File: config.mk
export PLATFORM = sky130hd
export DESIGN_NAME = alu_muldiv_seq
export DESIGN_NICKNAME = d
export VERILOG_FILES = /design/src/rtl/alu_muldiv_seq.sv
export SDC_FILE = /design/constraint.sdc
export NUM_CORES = 1
export LEC_CHECK = 0
export BUFFER_PORTS_ARGS = -buffer_cell sky130_fd_sc_hd__buf_2
export CORE_MARGIN = 2
export CORE_UTILIZATION = 55
export DETAILED_ROUTE_END_ITERATION = 16
export GPL_TIMING_DRIVEN = 0
export PLACE_DENSITY = 0.81
export SYNTH_ARGS = -nofsm -noshare
export SYNTH_HDL_FRONTEND = slang
export SYNTH_SLANG_ARGS = --single-unit
File: constraint.sdc
create_clock -name clk -period 5.72 [get_ports clk]
set_clock_uncertainty 0.2 [all_clocks]
set_input_delay 1.144 -clock clk [delete_from_list [all_inputs] [get_ports clk]]
set_output_delay 1.144 -clock clk [all_outputs]
set_load 0.005 [all_outputs]
File: src/rtl/alu_muldiv_seq.sv
// Multi-cycle unsigned MUL/MULHU/DIVU/REMU sequencer that borrows the shared ALU
// one addu/subu per granted cycle (shift-add multiply, restoring divide).
module alu_muldiv_seq #(
  parameter logic [3:0] ALUCTRL_ADDU = 4'b0110,
  parameter logic [3:0] ALUCTRL_SUBU = 4'b0111
) (
  input  logic        clk,
  input  logic        rst,
  input  logic        start,
  input  logic [1:0]  op,
  input  logic [31:0] opa,
  input  logic [31:0] opb,
  input  logic        flush,
  output logic        busy,
  output logic        done,
  output logic [31:0] result,
  output logic        alu_req,
  input  logic        alu_gnt,
  output logic [31:0] alu_r1,
  output logic [31:0] alu_r2,
  output logic [3:0]  alu_aluctrl,
  output logic        alu_alui,
  input  logic [31:0] alu_out,
  input  logic        alu_lt
);

  localparam int unsigned W    = 32;
  localparam int unsigned CW   = 6;
  localparam logic [CW-1:0] LAST = CW'(31);

  typedef enum logic [1:0] {IDLE, EXEC, DONE} state_t;

  state_t        state, state_next;
  logic [1:0]    op_q, op_next;
  // acc holds hi (multiply) or rem (divide); lo_q holds lo or quo; opnd holds mc or dvs
  logic [W-1:0]  acc, acc_next;
  logic [W-1:0]  lo_q, lo_next;
  logic [W-1:0]  opnd, opnd_next;
  logic [CW-1:0] count, count_next;
  logic [W-1:0]  result_next;
  logic [W-1:0]  sh;
  logic          carry;
  logic          is_div;

  always_ff @(posedge clk or posedge rst) begin
    if (rst) begin
      state  <= IDLE;
      op_q   <= 2'b00;
      acc    <= '0;
      lo_q   <= '0;
      opnd   <= '0;
      count  <= '0;
      result <= '0;
      busy   <= 1'b0;
      done   <= 1'b0;
    end else begin
      state  <= state_next;
      op_q   <= op_next;
      acc    <= acc_next;
      lo_q   <= lo_next;
      opnd   <= opnd_next;
      count  <= count_next;
      result <= result_next;
      busy   <= (state_next == EXEC);
      done   <= (state_next == DONE);
    end
  end

  assign alu_req = busy;

  always_comb begin
    state_next  = state;
    op_next     = op_q;
    acc_next    = acc;
    lo_next     = lo_q;
    opnd_next   = opnd;
    count_next  = count;
    result_next = result;
    alu_r1      = '0;
    alu_r2      = '0;
    alu_aluctrl = 4'b0000;
    alu_alui    = 1'b0;
    is_div      = op_q[1];
    sh          = {acc[W-2:0], lo_q[W-1]};
    carry       = (alu_out < acc);

    // ALU operands are presented for the whole of EXEC, stalled or not
    if (state == EXEC) begin
      if (is_div) begin
        alu_r1      = sh;
        alu_r2      = opnd;
        alu_aluctrl = ALUCTRL_SUBU;
      end else begin
        alu_r1      = acc;
        alu_r2      = lo_q[0] ? opnd : '0;
        alu_aluctrl = ALUCTRL_ADDU;
      end
    end

    case (state)
      IDLE: begin
        if (start && !flush) begin
          op_next    = op;
          acc_next   = '0;
          count_next = '0;
          if (op[1]) begin
            lo_next   = opa;
            opnd_next = opb;
          end else begin
            lo_next   = opb;
            opnd_next = opa;
          end
          state_next = EXEC;
        end
      end
      EXEC: begin
        if (flush) begin
          state_next = IDLE;
        end else if (alu_gnt) begin
          if (is_div) begin
            // rem[31] set means the shifted value exceeds 32 bits, so it always fits dvs
            if (acc[W-1] || !alu_lt) begin
              acc_next = alu_out;
              lo_next  = {lo_q[W-2:0], 1'b1};
            end else begin
              acc_next = sh;
              lo_next  = {lo_q[W-2:0], 1'b0};
            end
          end else begin
            acc_next = {carry, alu_out[W-1:1]};
            lo_next  = {alu_out[0], lo_q[W-1:1]};
          end
          count_next = count + CW'(1);
          if (count == LAST) begin
            state_next  = DONE;
            // MULHU/REMU take the upper register, MUL/DIVU the lower
            result_next = op_q[0] ? acc_next : lo_next;
          end
        end
      end
      DONE: begin
        state_next = IDLE;
      end
      default: begin
        state_next = IDLE;
      end
    endcase
  end

endmodule

Yosys cells after proc, flatten, opt, wreduce, memory -nomap -nowiden
Index checks and enable logic that the tools add are counted.
{"block": "totals", "reg_bits": 140, "inputBits": 104, "output_inout_bits": 104, "elab_cells": 59}
{"block": "classes", "n_addsub": 1, "order_cmp": 1, "eq_ne": 7, "muxes": 31, "bitwise": 1, "n_reduce_logical": 9}
{"cell": "2-to-1 mux 32 bit", "count": 17}
{"cell": "case mux 32 bit (2 select lines)", "count": 2}
{"cell": "< comparator 32 bit", "count": 1}
{"cell": "2-to-1 mux 6 bit", "count": 3}
{"cell": "case mux 6 bit (2 select lines)", "count": 1}
{"cell": "2-to-1 mux 2 bit", "count": 4}
{"cell": "AND reduction 4 bit", "count": 2}
{"cell": "adder 6 x 1 -> 6 bit (second input constant)", "count": 1}
{"cell": "== test 6 x 5 -> 1 bit (second input constant)", "count": 1}
{"cell": "inequality test 2 bit (second input constant)", "count": 3}
{"cell": "== test 2 x 1 -> 1 bit (second input constant)", "count": 2}
{"cell": "case mux 2 bit (2 select lines)", "count": 1}
{"cell": "2-to-1 mux 3 bit", "count": 1}
{"cell": "== test 2 bit (second input constant)", "count": 1}
{"cell": "zero test 1 bit", "count": 2}
{"cell": "zero test 2 bit", "count": 1}
{"cell": "2-to-1 mux 1 bit", "count": 2}
{"cell": "AND reduction 2 bit", "count": 1}
{"cell": "nonzero test 2 bit", "count": 1}
{"cell": "logical AND 1 bit", "count": 1}
{"cell": "logical OR 1 bit", "count": 1}
{"cell": "NOT 1 bit", "count": 1}

Logic depth before layout (Yosys ltp)
Gate-level depths: netlist of run 1.
{"block": "logic_depth", "depth_word": 7, "depth_mapped": 8}

Least setup slack after synthesis of run 1
OpenSTA, ideal clock, no wires.
{"block": "synth_path", "kind": "input to register", "startpoint": "input alu_out[2]", "endpoint": "register result[31]", "arrival_time_ns": 2.461, "setup_slack_ns": 2.973, "path_stages": 7, "n_path_buf": 0, "path_cell_list": "ha_1 > a211o_1 > a31oi_1 > o221ai_1 > a211oi_1 > nor3_1 > nor3_1"}
{"block": "synth_via", "elab_chain_cells": 3}
{"element": "from (decl)", "line": "23", "source": "input logic [31:0] alu_out,"}
{"element": "< comparator 32 bit", "line": "85", "source": "carry = (alu_out < acc);"}
{"element": "2-to-1 mux 32 bit", "line": "120", "source": "if (is_div) begin"}
{"element": "2-to-1 mux 32 bit", "line": "137", "source": "result_next = op_q[0] ? acc_next : lo_next;"}
{"element": "to (signal assigned)", "line": "63", "source": "result <= result_next;"}
{"element": "to (decl)", "line": "16", "source": "output logic [31:0] result,"}
No other way between the ends.
A chain may end at the register's enable or synchronous reset.

Worst setup path in the final report of run 1
{"block": "layout_path", "startpoint": "register state[0]", "endpoint": "output alu_r2[26]"}
{"block": "layout_via", "elab_chain_cells": 2}
{"element": "from (decl)", "line": "33", "source": "state_t state, state_next;"}
{"element": "from (signal assigned)", "line": "57", "source": "state <= state_next;"}
{"element": "== test 2 x 1 -> 1 bit", "line": "88", "source": "if (state == EXEC) begin"}
{"element": "2-to-1 mux 32 bit", "line": "88"}
{"element": "to (decl)", "line": "20", "source": "output logic [31:0] alu_r2,"}
No other way between the ends.

==> key figures, run 1 <==
Hold path
  – HP Class: reg2reg

Timing
  – Fin Setup TNS: 0 ns
  – Fmax: between 200 and 300 MHz
  – Fin. max-slew vios: 0
  – Setup-failing EPs final: 0
  – Max_slew headroom: 52.1%
  – Hold Violations, Final: 0
  – Worst-margin pin slew: 0.719 ns
  – RSZ-0062 raised after global routing: no
  – Min cycle time layout: 3.68 ns
  – Period utilisation layout: between 60% and 70%

Power and ir drop
  – Switch share: ~33%
  – Int Power: roughly 2.3 mW
  – Total power: 3.48 mW
  – Clock power share: approximately a third
  – Cell Pwr Density: between 300 and 400 mW/mm²
  – VDD IR-drop max: around 0.00027 V
  – Sw Pwr: 1.14 mW
  – Comb pwr share: 30.1%
  – Lkg Pwr: 5.45 nW
  – Reg power frac: roughly 36%

Cells and area
  – Fin nets: 1313
  – Non-Filler Instances: between 1000 and 1500
  – Share of cells above drive strength 1: between 20 and 30%
  – Filler Cell Count: 1301
  – Multi-input logic area: 0.00487 mm²
  – Area Growth Syn to Fin: 21.8%
  – Sequential cell area: 0.00350 mm²

Setup path
  – WS Path Type: reg2out
  – Crit path DAT: roughly 2.3 ns
  – FF-to-FF setup slack: 3.16 ns
  – Crit. End Element: primary output
  – Crit path required time: 4.38 ns
  – Critical Path Source Type: flip-flop
  – Critical path fanouts, max: 10

Yosys
  – Post-synth EDFFs: 0
  – Post-synthesis sequential area ratio: between 30% and 40%
  – Top FF cell, synth: dfrtp_1
  – Ys Warns: 0
  – Synth Instances: 952
  – Async SR Flop Fraction: 100%
  – Post-Syn Area per Cell: 9.36 µm²
  – Synth Register Bits: 140
  – Yosys cell types: 39
  – Post-Syn Area: slightly below 0.009 mm²

Clock tree
  – TritonCTS Buffers: 17
  – CTS tree: yes
  – Max clock buf depth: 2
  – Root Buffer: clkbuf_16
  – H-Tree Depth: 4
  – # hold bufs at CTS: 0
  – Skew-Pair Late Insertion Delay: 0.42 ns
  – CTS clock-pin slew for the worst setup and hold paths: 0.06 ns
  – Num Clock Sinks: 140
  – Post-CTS Setup Inserts: 0
  – PostCTS Resize Cnt: 0

Routing
  – DRT Pass-1 Iters: 5
  – Drc violations: 0
  – Final ANT Viol Nets: 0
  – WL/cell: 18.1 µm
  – DR vias: 8034
  – Final WL: 25400 µm
  – Vias per std cell: approximately 5.7
  – 1st-iter DRT viols: 598

Floorplanning
  – Initial Util: between 50% and 60%
  – DIE AREA: between 0.015 and 0.02 mm²
  – Overall die height: 131 µm
  – Total core area: approximately 0.016 mm²
  – FP Rows: 46
  – Top Ports: 208
  – Die X: 131 µm

Global route
  – Most used routing layer: met2
  – Congestion Overflow GR: 0
  – Largest net degree at the start of global routing: between 70 and 80
  – Met3 GRT Util: 6.02%
  – Initial antenna violation count: 1
  – Vias in the first global route: 7818
  – First-pass GRT wire length: 40600 µm
  – Met2 Resource Use GR: 47.2%
  – GR Layer Usage met1: 40.5%
  – Gr usage total: between 20 and 30%

Place
  – Post-Place Cells: 1374
  – IO Port Bufs: between 200 and 250
  – Hpwl dp: 19500 µm
  – GP Congestion: ~0.90

Outcome
  – Outcome: completed

Run
  – MaxCap Viol Count: 0
==> layer usage <==
| layer | vias to the layer above | wire (µm) |
|---|---|---|
| met2 | 358 | 11800 |
| met5 | - | 0 |
| li1 | 3811 | - |
| met3 | 41 | 2000 |
| met1 | 3824 | 11100 |
| met4 | 0 | 477 |
==> worst paths after layout <==
kind,start,endpoint,depth (start not counted)
setup / recovery,state[0],alu_r2[26],7
hold / removal,opnd[26],opnd[26],2
setup reg to reg,acc[2],result[31],8
hold reg to reg,opnd[26],opnd[26],2
max in group asynchronous,rst,acc[9],3
min in group asynchronous,rst,acc[23],2
==> cells in the final DEF (no fill, tap or decap), types with 32 or more instances in the layout <==
master | Yosys | routed
mux2i_1 | 159 | 159
and2_1 | 32 | 32
inv_1 | 34 | 33
nand2_1 | 46 | 46
nor2_1 | 139 | 139
clkbuf_1 | 34 | 36
a21oi_1 | 89 | 89
dfrtp_1 | 140 | 140
buf_2 | 28 | 232
ha_1 | 32 | 32
o21ai_0 | 32 | 32
o221ai_1 | 33 | 33
nand3_1 | 35 | 35
==> kinds of logic after synthesis <==
| family | synth area share (%) |
|---|---|
| buf+inv | 6.12 |
| flops | 39.3 |
| mux | 21.4 |
| fa+ha+maj | 4.49 |
| simple gates | 14.6 |
| compound gates | 13.7 |
| other cells | 0.0421 |
| xor+xnor | 0.393 |
==> cell type report <==
class,instances,share of cell area [%]
multi-input combinational,702,44.8
sequential,140,32.3
timing repair buffer,205,9.65
clock buffer,20,4.11
buffer,77,3.85
tap,216,2.49
clock inverter,12,1.57
inverter,34,1.22
antenna,1,0.0230
==> metrics by stage <==
step	util (%)	hold WS, ns	setup WS, ns	cell area [µm²]
detailed placement	64.5	0.306	2.37	10200
global route	68.4	0.338	1.92	10900
floorplan	-	0.277	0.623	8920
finish	68.4	0.317	2.04	10900
CTS	68.4	0.319	2.08	10900
global placement	64.3	0.296	-1.06	10200
==> registers in the layout (all words and copies together), names as in the netlist <==
name     flops
acc         32
lo_q        32
opnd        32
result      32
count        6
op_q         2
state        2
alu_req      1
done         1
==> worst max-delay path: stages, from the launching register on <==
cell and delay, ns:
dfrtp_1 0.31, buf_2 0.19, nand2b_1 0.08, clkbuf_1 0.28
nor2_1 0.39, clkbuf_1 0.36, and2_1 0.19, buf_2 0.12
==> power groups by stage <==
stage / Clock (mW) / Sequential, mW / Combinational [mW]
2_1_floorplan: 0 / 1.24 / 0.742
6_report: 1.17 / 1.27 / 1.05
4_1_cts: 1.18 / 1.26 / 1.04
3_5_place_dp: 0 / 1.28 / 1.03
5_1_grt: 1.22 / 1.29 / 1.15
3_3_place_gp: 0 / 1.27 / 1.00
==> synth_stat cells (all sizes together), types with 4 or more instances <==
master	n	share of area (%)
buf	43	3.3
ha	32	4.5
a21oi	110	7.1
inv	34	1.4
nand2b	5	0.44
dfrtp	140	39
nand2	46	1.9
o221ai	33	3.2
nor3	8	0.45
nand3	35	2.0
clkbuf	34	1.4
xor2	4	0.39
mux2	28	3.5
nand4	8	0.56
o21ai	32	1.8
and2	32	2.2
a21o	7	0.59
and4	4	0.39
nor2	141	6.0
mux2i	159	18
Note: power is estimated with default switching activity, not from simulation.
==> inputs of run 2 (changes only) <==
==> constraint.sdc (replaced) <==
create_clock -name clk -period 3.6 [get_ports clk]
set_clock_uncertainty 0.2 [all_clocks]
set_input_delay 0.72 -clock clk [delete_from_list [all_inputs] [get_ports clk]]
set_output_delay 0.72 -clock clk [all_outputs]
set_load 0.005 [all_outputs]
==> run 2 against run 1 <==
Against the previous run:
- non-clock buffer count up 2
- sequential power up 59%
- flip-flop and latch count unchanged
- critical endpoint is now alu_r2[7]
- combinational power up 59%
- first-iteration DRC count up 16%
- global-route usage up 0.26 points
- largest power group unchanged
- highest routed layer unchanged
- sequential share of layout area about the same
- final cell count up 0.14%
==> key figures, run 2 (synthesis gave the netlist of run 1 again) <==
Outcome
  – Outcome: completed

Setup path
  – Critical path fanouts, max: 10 (unchanged)
  – Origin of the worst setup path: state[0]
  – WS Path Type: reg2out
  – Crit path DAT: 2.34 ns (about the same)
  – Reg2Reg Launch Point: acc[2]
  – Critical Path Source Type: flip-flop
  – Crit. End Element: primary output
  – FF-to-FF setup slack: 1.07 ns (-2.09 ns)
  – Crit path required time: 2.68 ns (-1.70 ns)

Clock tree
  – Max clock buf depth: 2 (unchanged)
  – Post-CTS Setup Inserts: 0 (unchanged)
  – H-Tree Depth: 4 (unchanged)
  – Root Buffer: clkbuf_16
  – CTS clock-pin slew for the worst setup and hold paths: 0.06 ns (about the same)
  – TritonCTS Buffers: 17 (unchanged)
  – Skew-Pair Late Insertion Delay: 0.42 ns (about the same)
  – CTS tree: yes
  – PostCTS Resize Cnt: 0 (unchanged)
  – Num Clock Sinks: 140 (unchanged)
  – # hold bufs at CTS: 0 (unchanged)

Cells and area
  – Filler Cell Count: 1279 (-1.7%)
  – Share of cells above drive strength 1: 28.1% (+0.20 points)
  – Non-Filler Instances: 1409 (+0.14%)
  – Fin nets: 1315 (+0.15%)
  – Most common cell after layout, fill and taps aside: buf_2
  – Most frequent cells in the layout: 232 x buf_2, 159 x mux2i_1, 140 x dfrtp_1
  – Final Cell Area: 0.0109 mm² (about the same)
  – Core Util, Final: 68.3% (about the same)
  – Area Growth Syn to Fin: 21.8% (about the same)

Global route
  – Gr usage total: 29.9% (+0.26 points)
  – Largest net degree at the start of global routing: 39 (-46%)
  – Congestion Overflow GR: 0 (unchanged)
  – First-pass GRT wire length: 41200 µm (+1.4%)
  – Initial antenna violation count: 1 (unchanged)
  – Vias in the first global route: 7968 (+1.9%)

Place
  – Post-Place Cells: 1376 (+0.15%)
  – Hpwl dp: 19900 µm (+2.0%)
  – GP Congestion: 0.882 (-1.9%)
  – Area after DPL: 0.0103 mm² (+0.31%)
  – IO Port Bufs: 204 (unchanged)

Floorplanning
  – Top Ports: 208 (unchanged)
  – Total core area: 0.0159 mm² (unchanged)
  – Initial Util: 56.1% (unchanged)
  – DIE AREA: 0.0172 mm² (unchanged)
  – Overall die height: 131 µm (unchanged)
  – FP Rows: 46 (unchanged)
  – Die X: 131 µm (unchanged)

Timing
  – Fin. max-slew vios: 0 (unchanged)
  – Max_slew headroom: 44.3% (-7.8 points)
  – RSZ-0062 raised after global routing: no
  – Min cycle time layout: 3.26 ns
  – Fmax: 307 MHz
  – Hold_ws: 0.256 ns (-0.0615 ns)
  – Hold Violations, Final: 0 (unchanged)
  – Setup-failing EPs final: 0 (unchanged)
  – Period utilisation layout: 90.4%
  – Worst-margin pin slew: 0.834 ns (+0.115 ns)

Routing
  – DRT Pass-1 Iters: 5 (unchanged)
  – DR vias: 8123 (+1.1%)
  – Final WL: 25400 µm (about the same)
  – Vias per std cell: 5.77 (+0.96%)
  – Drc violations: 0 (unchanged)
  – 1st-iter DRT viols: 691 (+16%)
  – Final ANT Viol Nets: 0 (unchanged)
  – WL/cell: 18.1 µm (-0.17%)

Power and ir drop
  – Total power: 5.43 mW (+56%)
  – Cell Pwr Density: 500 mW/mm² (+56%)
  – VDD IR-drop max: 0.000299 V (+12%)
  – Lkg Pwr: 5.44 nW (-0.14%)

Run
  – MaxCap Viol Count: 0 (unchanged)

Hold path
  – HP Class: in2async
run 2: cell types whose count changed in the layout (fill, tap and decap cells not counted), moves of 2 or more:
cell and delta:
buf_12 +3, clkinv_2 +3, clkinvlp_4 +3, clkinv_4 -2
run 2: worst paths after layout:
path	cells after the start	to
max	7	alu_r2[7]
min	2	opnd[25]
max reg2reg	8	acc[31]
min reg2reg	2	lo_q[15]
max in group asynchronous	5	lo_q[10]
min in group clk	2	lo_q[15]
run 2: routing by layer:
metal / track usage, % / share of wire (%) / up-vias
met4: 8.39 / 1.6 / 0
met1: 40.3 / 44 / 3913
met3: 6.02 / 7.5 / 31
li1: - / - / 3813
met5: 0 / 0 / -
met2: 49.2 / 47 / 366
run 2: layout make-up:
class | instances | area, µm² | area share, %
multi-input combinational | 702 | 4870 | 44.8
sequential | 140 | 3500 | 32.3
timing repair buffer | 207 | 1080 | 9.96
clock buffer | 18 | 429 | 3.95
buffer | 77 | 418 | 3.85
tap | 216 | 270 | 2.49
clock inverter | 14 | 153 | 1.41
inverter | 34 | 131 | 1.21
antenna | 1 | 2.50 | 0.0230
run 2: report_power, final:
| group | total (mW) | switching [mW] | internal (mW) |
|---|---|---|---|
| Sequential | 2.02 | 0.204 | 1.81 |
| Clock | 1.74 | 0.665 | 1.08 |
| Combinational | 1.67 | 0.939 | 0.732 |
run 2: metrics by stage:
step	setup TNS [ns]	worst slack, ns
floorplan	0	0.931
global placement	-0.0439	-0.00223
detailed placement	0	0.676
CTS	0	0.349
global route	0	0.175
finish	0	0.345
run 2: worst max-delay path, stage by stage (launching register included):
cell and delay [ns]:
dfrtp_1 0.32, buf_2 0.19, nand2b_1 0.07, clkbuf_1 0.27, nor2_1 0.42, clkbuf_1 0.35
and2_1 0.18, buf_2 0.12
